===== src/rtl/stopwatch_counter.sv =====
// Stopwatch timebase + M.SS.t BCD counter feeding the 7-segment mux; outputs come straight from registers.
// Optional LAP_HOLD_EN macro adds a lap register that freezes the display while the count keeps running.
module stopwatch_counter #(
   parameter int TICK_DIV = 10_000_000,
   parameter int PRESC_W  = 24
) (
   input  logic       clock,
   input  logic       reset_n,
   input  logic       start_stop,
   input  logic       clear,
   input  logic       lap,
   output logic [3:0] hex3,
   output logic [3:0] hex2,
   output logic [3:0] hex1,
   output logic [3:0] hex0,
   output logic       running,
   output logic       overflow
);

   typedef enum logic [1:0] {
      IDLE   = 2'd0,
      RUN    = 2'd1,
      PAUSED = 2'd2,
      DONE   = 2'd3
   } state_t;

   localparam logic [PRESC_W-1:0] PRESC_MAX = PRESC_W'(TICK_DIV - 1);

   state_t             state_q, state_d;
   logic [PRESC_W-1:0] presc_q;
   logic [3:0]         d3_q, d2_q, d1_q, d0_q;
   logic [3:0]         d3_n, d2_n, d1_n, d0_n;
   logic               tick;
   logic               at_max;
   logic               do_clear;

   assign tick     = (state_q == RUN) && (presc_q == PRESC_MAX);
   assign at_max   = (d3_q == 4'd9) && (d2_q == 4'd5) && (d1_q == 4'd9) && (d0_q == 4'd9);
   assign do_clear = clear && ((state_q == PAUSED) || (state_q == DONE));

   always_comb begin
      state_d = state_q;
      case (state_q)
         IDLE:    if (start_stop) state_d = RUN;
         RUN: begin
            if (start_stop)          state_d = PAUSED;
            else if (tick && at_max) state_d = DONE;
         end
         PAUSED: begin
            if (clear)           state_d = IDLE;
            else if (start_stop) state_d = RUN;
         end
         DONE:    if (clear) state_d = IDLE;
         default: state_d = IDLE;
      endcase
   end

   always_ff @(posedge clock or negedge reset_n) begin
      if (!reset_n) state_q <= IDLE;
      else          state_q <= state_d;
   end

   // BCD ripple: each digit only moves when every lower digit is at its top value
   always_comb begin
      d0_n = d0_q + 4'd1;
      d1_n = d1_q;
      d2_n = d2_q;
      d3_n = d3_q;
      if (d0_q == 4'd9) begin
         d0_n = 4'd0;
         d1_n = d1_q + 4'd1;
         if (d1_q == 4'd9) begin
            d1_n = 4'd0;
            d2_n = d2_q + 4'd1;
            if (d2_q == 4'd5) begin
               d2_n = 4'd0;
               d3_n = d3_q + 4'd1;
            end
         end
      end
   end

   always_ff @(posedge clock or negedge reset_n) begin
      if (!reset_n) begin
         presc_q <= '0;
      end else if (do_clear) begin
         presc_q <= '0;
      end else if (state_q == RUN) begin
         presc_q <= tick ? '0 : presc_q + 1'b1;
      end
   end

   always_ff @(posedge clock or negedge reset_n) begin
      if (!reset_n) begin
         d3_q <= 4'd0;
         d2_q <= 4'd0;
         d1_q <= 4'd0;
         d0_q <= 4'd0;
      end else if (do_clear) begin
         d3_q <= 4'd0;
         d2_q <= 4'd0;
         d1_q <= 4'd0;
         d0_q <= 4'd0;
      end else if (tick && !at_max) begin
         d3_q <= d3_n;
         d2_q <= d2_n;
         d1_q <= d1_n;
         d0_q <= d0_n;
      end
   end

   assign running  = (state_q == RUN);
   assign overflow = (state_q == DONE);

`ifdef LAP_HOLD_EN
   logic        hold_q;
   logic [15:0] lap_q;

   // hold can only be set in RUN, and every way out of RUN drops it
   always_ff @(posedge clock or negedge reset_n) begin
      if (!reset_n) begin
         hold_q <= 1'b0;
         lap_q  <= 16'h0000;
      end else if (state_q != RUN) begin
         hold_q <= 1'b0;
      end else if (start_stop || (tick && at_max)) begin
         hold_q <= 1'b0;
      end else if (lap) begin
         hold_q <= ~hold_q;
         if (!hold_q) lap_q <= {d3_q, d2_q, d1_q, d0_q};
      end
   end

   assign {hex3, hex2, hex1, hex0} = hold_q ? lap_q : {d3_q, d2_q, d1_q, d0_q};
`else
   logic lap_unused;
   assign lap_unused = lap;

   assign {hex3, hex2, hex1, hex0} = {d3_q, d2_q, d1_q, d0_q};
`endif

endmodule


===== config.mk =====
export PLATFORM = sky130hd
export DESIGN_NAME = stopwatch_counter
export DESIGN_NICKNAME = d
export VERILOG_FILES = /design/src/rtl/stopwatch_counter.sv
export SDC_FILE = /design/constraint.sdc
export NUM_CORES = 1
export LEC_CHECK = 0
export ABC_AREA = 1
export BUFFER_PORTS_ARGS = -buffer_cell sky130_fd_sc_hd__buf_2
export CORE_MARGIN = 5
export CORE_UTILIZATION = 50
export CTS_CLUSTER_DIAMETER = 30
export DETAILED_ROUTE_END_ITERATION = 7
export PLACE_DENSITY = 0.71
export RECOVER_POWER = 50
export SKIP_CTS_REPAIR_TIMING = 1
export SYNTH_ARGS = -nofsm -noshare
export SYNTH_HDL_FRONTEND = slang
export SYNTH_SLANG_ARGS = --single-unit

===== constraint.sdc =====
create_clock -name clock -period 1.3 [get_ports clock]
set_input_delay 0.065 -clock clock [delete_from_list [all_inputs] [get_ports clock]]
set_output_delay 0.065 -clock clock [all_outputs]
set_load 0.05 [all_outputs]

# After elaboration in Yosys (flattened, before gate mapping)
# Index checks and enable logic that the tools add are counted.
word_totals:
  regBits: 42
  output_inout_bits: 18
  inputBits: 5
classes:
  muxes: 26
  n_reduce_logical: 19
  eq_ne: 10
  n_addsub: 5
op_table:
  columns: ["op", "n"]
  rows:
  - ["24-bit two-way mux", 3]
  - ["4-bit two-way mux", 17]
  - ["24-bit by 1-bit adder with 24-bit output (second input constant)", 1]
  - ["24-bit equality test (second input constant)", 1]
  - ["4-bit by 1-bit adder with 4-bit output (second input constant)", 4]
  - ["4-bit equality test (second input constant)", 3]
  - ["2-bit two-way mux", 5]
  - ["2-bit nonzero test", 5]
  - ["2-bit case mux with 4 select lines", 1]
  - ["1-bit logical AND", 7]
  - ["2-bit equality test (second input constant)", 2]
  - ["4-bit by 3-bit equality test with 1-bit output (second input constant)", 1]
  - ["2-bit AND reduction", 2]
  - ["4-bit AND reduction", 1]
  - ["3-bit by 2-bit inequality test with 1-bit output (second input constant)", 1]
  - ["3-bit AND reduction", 1]
  - ["2-bit by 1-bit equality test with 1-bit output (second input constant)", 1]
  - ["2-bit logical NOT", 1]
  - ["2-bit inequality test (second input constant)", 1]
  - ["1-bit logical NOT", 1]
  - ["1-bit logical OR", 1]

# Logic depth before layout (Yosys ltp)
logic_depth:
  ltp_word: 8
  depth_mapped: 11
  mapped_depth_nobuf: 10

# Worst setup path before layout
# Ideal clock, no wire load.
synth_timing:
  path_kind: "flip-flop to flip-flop"
  from: "register d2_q[0] (netlist: hex2[0])"
  to: "register d2_q[2] (netlist: hex2[2])"
  setup_ns: 0.120
  path_stages_with_launch: 10
  arrival_ns: 1.660
  slack_ns: -0.480
  t_required_ns: 1.180
  n_path_buf: 1
  path_cell_list: "dfrtp_1 ha_1 nand3b_1 nor2_1 nand2_1 nand3_2 nand2_4 buf_8 nand4_1 nand2_1"
synth_via:
  elab_chain_len: 8
synth_lines:
  columns: ["element", "line", "source"]
  rows:
  - ["start: declaration", "31", "logic [3:0] d3_q, d2_q, d1_q, d0_q;"]
  - ["start signal: assignment", "106", "d2_q <= d2_n;"]
  - ["branches (longest 8 deep; another with 4-bit by 1-bit adder with 4-bit output)", null, null]
# Parallel ways; which one is timed is not known. The select of a mux whose other input is x is not followed.
# A chain may end at the register's enable or synchronous reset.

# Worst setup path in the final report
layout_timing:
  from: "register presc_q[0]"
  to: "register presc_q[21]"
layout_via:
  elab_chain_len: 5
layout_lines:
  columns: ["element", "line", "source"]
  rows:
  - ["start: declaration", "30", "logic [PRESC_W-1:0] presc_q;"]
  - ["start signal: assignment", "89", "presc_q <= tick ? '0 : presc_q + 1'b1;"]
  - ["branches (longest 2 deep; another with 24-bit by 1-bit adder with 24-bit output)", null, null]
  - ["24-bit two-way mux *", "89", null]
  - ["24-bit two-way mux *", "88", "end else if (state_q == RUN) begin"]
  - ["24-bit two-way mux *", "86", "end else if (do_clear) begin"]
# Mark *: on every way between the ends. The select of a mux whose other input is x is not followed.

==> key figures <==
Timing
  – Setup Viol. Count Final: 43
  – Clock Skews: 0.0148 ns
  – Relative slew slack: 59.6%
  – Fmax: 585 MHz
  – Hold slack: 0.0214 ns
  – Min Tclk post-route: 1.71 ns
  – Final Hold Viols: 0
  – PnR worst setup slack: -0.409 ns
  – Fin crit share: 131%
  – Final Max Tran Viols: 0
  – Slew @ Worst Pin: 0.605 ns
  – RSZ-0062 raised after global routing: true

Global routing
  – Initial antenna violation count: 0
  – Vias in the first global route: 2677
  – First-pass GRT wire length: 12600 um
  – Largest net degree at the start of global routing: 43
  – All-Layer GR Usage: 21.9%
  – Congestion Overflow GR: 0

Status
  – Failing checks: negative setup slack
  – Status: finished, violations left

Synthesis
  – Synth Cell Area: 2690 um^2
  – Largest cells by area after synthesis: dfrtp_1, nand2_1, nor2_1
  – Ys flop type: dfrtp_1
  – Sequential share of the synthesized area: 39.1%
  – EDFF count, synth: 0
  – Synth top area share: 39.1%
  – Synth Net Count: 378
  – Synthesis Warnings: 0
  – Ys async rst share: 100%
  – Netlist cell types: 33
  – Mapped Avg Cell Area: 7.39 um^2
  – Cells after Synth: 364
  – Cell type with the highest aggregate area in the netlist: dfrtp_1
  – #FFs+latches synth: 42

Floorplan
  – Initial Utilization: 52.0%
  – Die height: 83.4 um
  – Die area: 6950 um^2
  – Die Span X: 83.4 um
  – CORE AREA: 5170 um^2
  – Num ports: 23
  – Row count: 26

Placement
  – Input/output buffers: 21
  – HPWL Detailed: 5570 um
  – Area after DPL: 3610 um^2
  – GPL Wtd Cong: 0.919
  – Pre-CTS setup slack: -0.319 ns

Worst setup path
  – Data arrival, critical path: 1.91 ns
  – Worst Path Required: 1.50 ns
  – Crit path kind: flop to flop
  – Worst path cell trace: ha_2, nand2_4, nor2_4, nand3_2, nor2_4, nand2_4, nand2_1, buf_12, a21oi_2, nand2_1, nand2_1
  – Crit-path slowest cell: dfrtp_1
  – CP endpoint kind: flop
  – CP startpoint kind: flop
  – Most Frequent Cell on Critical Path: nand2_1
  – Reg2Reg Launch Point: presc_q[0]$_DFFE_PN0P_
  – Crit path max fanout: 8
  – R2R setup slack: -0.41 ns
  – RR Endpoint: presc_q[21]$_DFFE_PN0P_
  – Slowest stage delay, CP: 0.37 ns
  – R2R cell count: 11

Power and ir drop
  – Pwr Density: 1890 nW/um^2
  – Leak: 1.93 nW
  – Worst vdd ir: 1210 uV

Clock tree
  – Clk Latency, worst-skew pair: 0.30 ns
  – H-tree level count: 2
  – CTS Buf Count: 5
  – Root Buffer: clkbuf_8
  – Sink Count: 42
  – Max Root-Sink Buffers: 2
  – CTS tree: built
  – Clk slew on worst S/H paths: 0.08 ns

Routing
  – Drt pass-1 iters: 4
  – Drt wl/cell: 14.2 um
  – 1st-iter DRT viols: 260
  – Drt drc: 0
  – Post-DRT Antenna Nets: 0
  – Total number of vias: 2855
  – Routed WL: 7780 um
  – Vias per Instance: 5.19

Run
  – Max-Cap Viols: 0

Cells and area
  – Layout cell share with drive strength beyond 1: 38.8%
  – ANT cells: 0
  – Design Area, Final: 3910 um^2
  – Layout net count: 493
  – Area Overhead vs Synth: 45.5%

Worst hold path
  – Hold/Removal Path Class: primary input to flop
  – Worst Hold Path EP: state_q[0]$_DFFE_PN0P_
  – Hold_sp: start_stop
  – Hold depth: 2
[per-stage QoR]
stage          utilization [%]  instances  setup TNS [ns]  power (mW)
2_1_floorplan                -        364           -6.55        4.27
5_1_grt                   75.7        550          -16.94        7.87
6_report                  75.7        550          -13.89        7.38
3_5_place_dp              69.8        537          -10.28        6.05
4_1_cts                   72.1        545          -12.06        7.16
3_3_place_gp              69.8        537           -8.01        5.91
[power by group]
part | total [mW] | internal [mW] | switching, mW
sequential | 2.07 | 1.73 | 0.338
clock | 1.10 | 0.627 | 0.471
combinational | 4.21 | 1.75 | 2.47
total | 7.38 | 4.11 | 3.27
[metal layers]
metal	share of wire [%]	track usage, %	vias up
li1	-	-	1414
met1	44	30.4	1345
met2	49	35.6	83
met3	6.0	3.86	13
met4	1.4	4.75	0
met5	0	0	-
[worst max-delay path by stage]
stage / endpoint / cells after the start / startpoint
floorplan: hex3[2]$_DFFE_PN0P_ / 9 / hex2[0]$_DFFE_PN0P_
global placement: presc_q[2]$_DFFE_PN0P_ / 9 / presc_q[1]$_DFFE_PN0P_
detailed placement: hex2[3]$_DFFE_PN0P_ / 10 / presc_q[1]$_DFFE_PN0P_
CTS: hex2[3]$_DFFE_PN0P_ / 10 / presc_q[1]$_DFFE_PN0P_
global route: hex2[2]$_DFFE_PN0P_ / 10 / presc_q[1]$_DFFE_PN0P_
finish: presc_q[21]$_DFFE_PN0P_ / 11 / presc_q[0]$_DFFE_PN0P_
[Yosys cell counts, types with 5 or more instances]
master    n
nand2_1  97
dfrtp_1  42
nand3_1  27
xor2_1    9
o22ai_1   7
nor3_1    5
a21oi_1   5
o21ai_0  19
nor2_2    5
nand4_1  16
ha_1      9
inv_1    39
nand2_2   8
nor2_1   44
[worst max-delay path: cells and delay by family, from the launching register on]
family,cells,cell delay [ns]
AND/OR/NAND/NOR,8,0.83
adder cells (fa/ha/maj),1,0.21
buffers and inverters,1,0.15
AO/OA/AOI/OAI,1,0.03
flip-flops,1,0.37
[kinds of logic after synthesis]
family | count (synthesis) | synth area share, %
AOI/OAI and AO/OA | 40 | 8.37
and+or+nand+nor | 213 | 36.6
DFF | 42 | 39.1
xor gates and xnor gates | 13 | 4.23
buffers and inverters | 47 | 7.53
adders and majority gates | 9 | 4.19
[final cells by class]
class,instances,area (um^2)
Clock buffer,7,86.3
Sequential cell,42,1070
Clock inverter,1,30.0
Multi-Input combinational cell,277,1650
Inverter,41,154
Timing Repair Buffer,112,837
Fill cell,381,1260
Tap cell,70,87.6
[cells in the final DEF, fill, tap and decap left out, types with 2 or more instances in the layout]
cell type	instances
nand2_1	96
buf_4	84
nor2_1	38
inv_1	36
dfrtp_1	29
buf_2	20
nand3_1	17
nand4_1	16
dfrtp_2	13
nor2_4	10
o21ai_0	10
nand3_2	9
xor2_1	9
o21ai_1	9
o22ai_1	7
ha_1	7
nand2_4	6
clkbuf_8	6
nand2_2	5
inv_2	5
nor2_2	5
xnor2_1	4
nand3_4	3
nor3_1	3
a21oi_2	3
a21oi_1	3
o21ai_2	3
buf_6	3
nand3b_1	2
nor3_2	2
buf_12	2
[registers in the layout, indices dropped and copies added, names as in the netlist]
| register | flops |
|---|---|
| hex1 | 4 |
| presc_q | 24 |
| state_q | 2 |
| hex3 | 4 |
| hex0 | 4 |
| hex2 | 4 |
Power figures use the tool's default switching activity.
